===== src/rtl/seq_decoder_pkg.sv =====
// ============================================================================
// Module : seq_decoder_pkg
// Brief  : Shared mode and state encodings for the sequential decoder.
// Rev    : 1.0  initial release
// ============================================================================
`default_nettype none

package seq_decoder_pkg;

  localparam logic c_MODE_DECODE = 1'b0;
  localparam logic c_MODE_SCAN   = 1'b1;

  localparam int ST_W = 1;
  localparam logic [ST_W-1:0] ST_IDLE = 1'b0;
  localparam logic [ST_W-1:0] ST_SCAN = 1'b1;

endpackage

`default_nettype wire


===== src/rtl/seq_decoder_if.sv =====
// ============================================================================
// Module : seq_decoder_if
// Brief  : Control/select inputs and one-hot outputs of the sequential decoder.
// Rev    : 1.0  initial release
// ============================================================================
`default_nettype none

interface seq_decoder_if #(
  parameter int SEL_W   = 5,
  parameter int NUM_OUT = 32
);
  logic               i_en;
  logic               i_mode;
  logic               i_start;
  logic [SEL_W-1:0]   i_sel;
  logic [NUM_OUT-1:0] o_d;
  logic               o_valid;
  logic               o_err;
  logic               o_busy;
  logic               o_done;

  modport master (
    output i_en, i_mode, i_start, i_sel,
    input  o_d, o_valid, o_err, o_busy, o_done
  );

  modport slave (
    input  i_en, i_mode, i_start, i_sel,
    output o_d, o_valid, o_err, o_busy, o_done
  );
endinterface

`default_nettype wire


===== src/rtl/seq_decoder_core.sv =====
// ============================================================================
// Module : seq_decoder_core
// Brief  : Combinational select-to-one-hot decoder with an in-range flag.
// Rev    : 1.0  initial release
// ============================================================================
`default_nettype none

module seq_decoder_core #(
  parameter int SEL_W   = 5,
  parameter int NUM_OUT = 32
) (
  input  wire logic [SEL_W-1:0]   i_sel,
  output logic      [NUM_OUT-1:0] o_onehot,
  output logic                    o_in_range
);

  // One extra bit keeps the compare valid when NUM_OUT == 2**SEL_W.
  assign o_in_range = ({1'b0, i_sel} < (SEL_W+1)'(NUM_OUT));

  for (genvar k = 0; k < NUM_OUT; k++) begin : g_bit
    assign o_onehot[k] = (i_sel == SEL_W'(k));
  end

endmodule

`default_nettype wire


===== src/rtl/seq_decoder.sv =====
// ============================================================================
// Module : seq_decoder
// Brief  : Registered one-hot decoder with a self-timed scan mode.
// Rev    : 1.0  initial release
// ============================================================================
`default_nettype none

module seq_decoder
  import seq_decoder_pkg::*;
#(
  parameter int SEL_W   = 5,
  parameter int NUM_OUT = 32
) (
  input wire logic       clk,
  input wire logic       rst_n,
  seq_decoder_if.slave   bus
);

  localparam logic [SEL_W-1:0] c_LAST = SEL_W'(NUM_OUT - 1);

  logic [ST_W-1:0]    r_state;
  logic [SEL_W-1:0]   r_cnt;
  logic [NUM_OUT-1:0] r_d;
  logic               r_valid;
  logic               r_err;
  logic               r_busy;
  logic               r_done;

  logic [SEL_W-1:0]   w_sel;
  logic [NUM_OUT-1:0] w_onehot;
  logic               w_in_range;
  logic               w_last;

  // The single decoder is shared: scan walks the counter, decode uses i_sel.
  assign w_sel  = (r_state == ST_SCAN) ? r_cnt : bus.i_sel;
  assign w_last = (r_cnt == c_LAST);

  seq_decoder_core #(
    .SEL_W   (SEL_W),
    .NUM_OUT (NUM_OUT)
  ) u_core (
    .i_sel      (w_sel),
    .o_onehot   (w_onehot),
    .o_in_range (w_in_range)
  );

  always_ff @(posedge clk) begin
    if (!rst_n) begin
      r_state <= ST_IDLE;
      r_cnt   <= '0;
      r_d     <= '0;
      r_valid <= 1'b0;
      r_err   <= 1'b0;
      r_busy  <= 1'b0;
      r_done  <= 1'b0;
    end else begin
      r_d     <= '0;
      r_valid <= 1'b0;
      r_err   <= 1'b0;
      r_done  <= 1'b0;
      case (r_state)
        ST_IDLE: begin
          if (bus.i_mode == c_MODE_SCAN) begin
            if (bus.i_start) begin
              r_state <= ST_SCAN;
              r_busy  <= 1'b1;
              r_cnt   <= '0;
            end
          end else if (bus.i_en) begin
            if (w_in_range) begin
              r_d     <= w_onehot;
              r_valid <= 1'b1;
            end else begin
              r_err   <= 1'b1;
            end
          end
        end
        ST_SCAN: begin
          if (bus.i_en) begin
            r_d     <= w_onehot;
            r_valid <= 1'b1;
            if (w_last) begin
              r_done  <= 1'b1;
              r_state <= ST_IDLE;
              r_busy  <= 1'b0;
              r_cnt   <= '0;
            end else begin
              r_cnt   <= r_cnt + 1'b1;
            end
          end
        end
        default: begin
          r_state <= ST_IDLE;
          r_busy  <= 1'b0;
          r_cnt   <= '0;
        end
      endcase
    end
  end

  assign bus.o_d     = r_d;
  assign bus.o_valid = r_valid;
  assign bus.o_err   = r_err;
  assign bus.o_busy  = r_busy;
  assign bus.o_done  = r_done;

endmodule

`default_nettype wire

===== src/flat_wrapper.sv =====
// flat-port wrapper written by rule: the top's interface ports become plain ports
module seq_decoder_flat import seq_decoder_pkg::*;
#(
  parameter int SEL_W   = 5,
  parameter int NUM_OUT = 32
)
  (clk, rst_n, bus_i_en, bus_i_mode, bus_i_start, bus_i_sel, bus_o_d, bus_o_valid, bus_o_err, bus_o_busy, bus_o_done);
  seq_decoder_if #(.SEL_W(SEL_W), .NUM_OUT(NUM_OUT)) bus_i ();
  input wire logic clk;
  input wire logic rst_n;
  input wire logic [$bits(bus_i.i_en)-1:0] bus_i_en;
  input wire logic [$bits(bus_i.i_mode)-1:0] bus_i_mode;
  input wire logic [$bits(bus_i.i_start)-1:0] bus_i_start;
  input wire logic [$bits(bus_i.i_sel)-1:0] bus_i_sel;
  output wire logic [$bits(bus_i.o_d)-1:0] bus_o_d;
  output wire logic [$bits(bus_i.o_valid)-1:0] bus_o_valid;
  output wire logic [$bits(bus_i.o_err)-1:0] bus_o_err;
  output wire logic [$bits(bus_i.o_busy)-1:0] bus_o_busy;
  output wire logic [$bits(bus_i.o_done)-1:0] bus_o_done;
  assign bus_i.i_en = bus_i_en;
  assign bus_i.i_mode = bus_i_mode;
  assign bus_i.i_start = bus_i_start;
  assign bus_i.i_sel = bus_i_sel;
  assign bus_o_d = bus_i.o_d;
  assign bus_o_valid = bus_i.o_valid;
  assign bus_o_err = bus_i.o_err;
  assign bus_o_busy = bus_i.o_busy;
  assign bus_o_done = bus_i.o_done;
  seq_decoder #(.SEL_W(SEL_W), .NUM_OUT(NUM_OUT)) u_core (.clk(clk), .rst_n(rst_n), .bus(bus_i));
endmodule

===== config.mk =====
export PLATFORM = sky130hd
export DESIGN_NAME = seq_decoder_flat
export DESIGN_NICKNAME = d
export VERILOG_FILES = /design/src/rtl/seq_decoder_pkg.sv /design/src/rtl/seq_decoder_if.sv /design/src/rtl/seq_decoder_core.sv /design/src/rtl/seq_decoder.sv /design/src/flat_wrapper.sv
export SDC_FILE = /design/constraint.sdc
export NUM_CORES = 1
export LEC_CHECK = 0
export BUFFER_PORTS_ARGS = -buffer_cell sky130_fd_sc_hd__buf_4
export CAP_MARGIN = 20
export CORE_MARGIN = 8
export CORE_UTILIZATION = 46
export CTS_CLUSTER_SIZE = 25
export DETAILED_ROUTE_END_ITERATION = 10
export PLACE_DENSITY = 0.71
export SETUP_SLACK_MARGIN = 0.4
export SYNTH_ARGS = -nofsm -noshare
export SYNTH_HDL_FRONTEND = slang
export SYNTH_SLANG_ARGS = --single-unit
export TNS_END_PERCENT = 10

===== constraint.sdc =====
create_clock -name clk -period 2.4 [get_ports clk]
set_input_delay 0.72 -clock clk [delete_from_list [all_inputs] [get_ports clk]]
set_output_delay 0.72 -clock clk [all_outputs]
set_load 0.05 [all_outputs]

Yosys cells after proc, flatten, opt, wreduce, memory -nomap -nowiden
Cells that the tools add are included.
W data, S select, Z words.

storage, ports and cells
  output and inout bits = 36
  logic and storage cells = 71
  bits in registers = 41

operators by class
  bitwise logic cells = 1
  reduce and logical (&&, ||, !) cells = 4
  add/sub/neg operators = 1
  equality and inequality tests = 36
  muxes and demuxes = 23

operators by type and width
  operator               number
  $eq A5 B5 Y1 const B   17
  $mux W32               2
  $pmux W32 S2           1
  $eq A5 B4 Y1 const B   8
  $mux W5                5
  $eq A5 B3 Y1 const B   4
  $mux W1                11
  $eq A5 B2 Y1 const B   2
  $pmux W5 S2            1
  $ne A2 B2 Y1 const B   4
  $pmux W1 S2            3
  $reduce_and A3 Y1      2
  $add A5 B1 Y5 const B  1
  $eq A5 B1 Y1 const B   1
  $logic_not A5 Y1       1
  $reduce_and A4 Y1      1
  $not A1 Y1             1

Depth between registers and ports, before layout
  depth after elaboration = 5
  depth in mapped cells = 6

Modules after synthesis
From an unflattened synthesis, not the netlist that was laid out.

second synthesis, totals
  cell total of the unflattened synthesis = 170
  area total of the unflattened synthesis = 1567.8 µm²

by module, submodules not included
  module            instances  area an instance (µm²)  cells each
  seq_decoder       1          1335.0                  121
  seq_decoder_core  1          232.7                   49

Worst setup path after synthesis
No wires, ideal clock.

  path type = register -> register
  from = register u_core.r_cnt[0]
  to = register u_core.r_cnt[3]
  path slack = 709 ps
  data required time = 2326 ps
  setup time = 74 ps
  stages on the path, launching flop included = 6
  period minus slack after synthesis = 1691 ps
  data arrival time = 1617 ps
  path through = dfxtp_1 ha_1 and3_1 ha_1 or4_1 a31oi_1

on the way
  longest elaborated chain between the ends = 4

ends and longest elaborated chain
  element                   line               RTL
  start: declaration        seq_decoder.sv:22  logic [SEL_W-1:0] r_cnt;
  start signal: assignment  seq_decoder.sv:88  r_cnt <= r_cnt + 1'b1;
  $eq A5 B5 Y1              seq_decoder.sv:36  assign w_last = (r_cnt == c_LAST);
  via u_core.w_last         seq_decoder.sv:32  logic w_last;
  $mux W5                   seq_decoder.sv:82  if (w_last) begin
  $mux W5                   seq_decoder.sv:79  if (bus.i_en) begin
  $pmux W5 S2               seq_decoder.sv:61  case (r_state)

The timed path passes the listed nets, and every way through them passes these cells. The select of a mux whose other input is x is not followed.
A chain may end at the register's enable or synchronous reset.

Worst setup path in the final report
Ends and elaborated chain as after synthesis.

==> impl_metrics.csv <==
group,metric,value,unit
final_layout,area_growth,32.59,%
drt,vias_per_cell,5.121,
final_layout,fill_cells,254,
timing,worst_pin_slew,0.6857,ns
final_layout,final_util,0.6405,
yosys,synth_seq_cells,41,
job,max-cap-violations,0,
yosys,netlist.area_leader.share,0.5612,
yosys,synth-edff-count,0,
pwr,total_power,1345,uW
timing,skew,0.005917,ns
floorplan,num_rows,20,
drt,drc,0,
yosys,netlist_top_cells_area,"dfxtp_1, nor3_1, nor3_2, a32oi_2, a31oi_2",
pwr,switchingPower,299.3,uW
yosys,syn-num-nets,150,
worst_setup_path,critPathMaxFanout,7,
timing,rsz0062_at_grt,"false",
yosys,ys_async_sr_fraction,0,
worst_setup_path,cp_slowest_cell,"or4_1",
yosys,ys.flop_type,"dfxtp_1",
drt,drt_iter0_drc,61,
timing,period_share,0.7733,
worst_setup_path,cpPeakStageDelay,0.51,ns
drt,dr_total_vias,1188,
clock_tree,cts_sinks,41,
clock_tree,cts_root_buf,"clkbuf_4",
placed_design,gp_congestion,0.7923,
timing,finalHoldViolations,0,
worst_setup_path,worstSetupPathType,"reg -> reg",
yosys,synth_area,0.001463,mm2
floorplan,die_h,72.39,um
timing,fmaxAchievable,538.8,MHz
timing,setup_viol,0,
placed_design,dpl.hpwl,2514,um
min_path,hold_class,"reg -> reg",
clock_tree,clk_pin_slew_worst_paths,0.12,ns
floorplan,design.core.area,0.003028,mm2
yosys,syn_area_per_cell,10.60,um2
clock_tree,numCtsBuffers,5,
clock_tree,ctsResizeCount,0,
drt,drt_wl_total,3345,um
clock_tree,cts_hold_buf,0,
global_routing,grt_overflow,0,
pwr,pwr-share-seq,0.517,
placed_design,post-place-ws,0.4358,ns
outcome,status,"completed",
worst_setup_path,crit_required,2.68,ns
floorplan,die_area,0.005240,mm2
worst_setup_path,critical_path_buf_inv_count,0,
pwr,switching_share,0.2225,
clock_tree,clk_latency,0.34,ns
floorplan,pin_count,46,
final_layout,drive_gt1_frac,0.3777,
floorplan,start_util,0.4831,
yosys,yosysTopAreaCell,"dfxtp_1",
drt,wl_per_cell,14.42,um
yosys,synth_cell_types,30,
worst_setup_path,cp_data_arrival_time,2.13,ns
global_routing,grt_max_degree,22,
pwr,p_int,1046,uW
pwr,peakVddDrop,385.7,uV
timing,period_needed,1.856,ns
timing,drv_slew,0,
placed_design,port_buffers,44,
worst_setup_path,path_cells,"ha_1, and3_1, ha_1, or4_1, a31oi_1",
worst_setup_path,crit_path_frequent_cell,"ha_1",
worst_setup_path,endpoint_kind,"register",
yosys,syn_inst,138,
global_routing,grt_pass1_vias,1173,
worst_setup_path,startpoint_type,"register",
global_routing,grt_first_pass_wirelength,5520,um
clock_tree,clock_path_buffers,2,
global_routing,grt_usage,0.1310,
clock_tree,htreeDepth,2,
timing,holdWs,0.4830,ns
pwr,p_leak,0.0007717,uW
final_layout,antenna_cells,0,
drt,first_pass_iters,4,
timing,slew_headroom,0.5429,
clock_tree,cts_tree,"yes",
final_layout,nets,199,
yosys,yosys_warnings,0,
pwr,p_per_area,693.8,mW/mm2
pwr,combPwrFrac,0.085,
yosys,seq_area_frac_synth,0.5612,
timing,tns,0,ns
clock_tree,cts_setup_buffers,0,
drt,ant_nets,0,
worst_setup_path,critPathTopFamily,"simple AND/OR/NAND/NOR gates",
pwr,power_frac_clock,0.398,
global_routing,antenna_found_initial,0,
timing,setup_ws,0.5441,ns
floorplan,die_w,72.39,um
[power by group through the flow]
stage,clock (uW),sequential [uW],combinational [uW]
6_report,535,696,114
3_5_place_dp,0,711,114
3_3_place_gp,0,711,113
2_1_floorplan,0,722,64.9
5_1_grt,577,698,124
4_1_cts,540,696,115
[metrics by stage]
stage / area [um2] / std cells
floorplan: 1463 / 138
CTS: 1939 / 232
global placement: 1837 / 224
global route: 1939 / 232
detailed placement: 1837 / 224
finish: 1939 / 232
[tightest hold or removal path: stages, from the launching register on]
cell and delay (ns):
dfxtp_1 0.34, nand2_1 0.05, a21oi_1 0.05
[flip-flops by register name, indices dropped and copies added, names as in the netlist]
register	cells
u_core.bus.o_d	32
u_core.bus.o_busy	1
u_core.r_state	1
u_core.r_cnt	5
u_core.bus.o_valid	1
u_core.bus.o_done	1
[placed cells by master (no fill, tap or decap)]
master / instances
buf_4: 47
dfxtp_1: 41
nor3_1: 26
nor3_2: 9
inv_1: 8
nand3_1: 7
a21oi_1: 5
clkbuf_4: 5
nand2_1: 4
nor2_1: 4
and3_1: 3
a31oi_2: 3
a32oi_2: 3
nor2b_1: 2
a32oi_1: 2
nor3b_1: 2
ha_1: 2
bufinv_16: 2
or3b_1: 1
a21o_1: 1
nand3b_1: 1
o21bai_2: 1
or4b_1: 1
or4_1: 1
a31oi_1: 1
a22oi_1: 1
nand4_1: 1
o32ai_1: 1
o21a_1: 1
conb_1: 1
clkinv_2: 1
[kinds of logic after synthesis]
logic type,Yosys count,synth area share
other,1,0.002564
and+or+nand+nor,62,0.2541
buffers and inverters,13,0.04363
DFF,41,0.5612
AOI/OAI and AO/OA,19,0.1215
adders and majority gates,2,0.01711
[layer usage]
metal,vias up,GRT usage,routed length [um]
li1,597,-,-
met1,549,0.1427,1420
met2,37,0.2217,1603
met3,5,0.05923,296
met4,0,0.04000,24
met5,-,0,0
[cell usage after synthesis, types with 2 or more instances]
library cell,instances
nor2b_1,2
dfxtp_1,41
a31oi_2,3
inv_1,8
nor3b_1,2
nor3_2,9
nor3_1,26
nand3_1,7
nand2_1,4
nor2_1,4
a32oi_2,3
ha_1,2
a32oi_1,2
a21oi_1,5
and3_1,3
buf_2,3
[cell type report]
| cell class | instances | area (um2) | share of cell area |
|---|---|---|---|
| flip-flops and latches | 41 | 820.8 | 0.4232 |
| well taps | 44 | 55.05 | 0.02839 |
| inverters | 8 | 30.03 | 0.01548 |
| clock buffers | 5 | 37.54 | 0.01935 |
| clock inverters | 3 | 65.06 | 0.03355 |
| repair buffers | 47 | 352.8 | 0.1819 |
| multi-input cells | 84 | 578.1 | 0.2981 |
[worst paths after layout]
kind / cells past startpoint / slack (ns) / from / to
max: 5 / 0.54 / u_core.r_cnt[0] / u_core.r_cnt[3]
min: 2 / 0.48 / u_core.bus.o_busy / u_core.bus.o_busy
max reg2reg: 5 / 0.54 / u_core.r_cnt[0] / u_core.r_cnt[3]
min reg2reg: 2 / 0.48 / u_core.bus.o_busy / u_core.bus.o_busy
(Power assumes the default switching activity.)
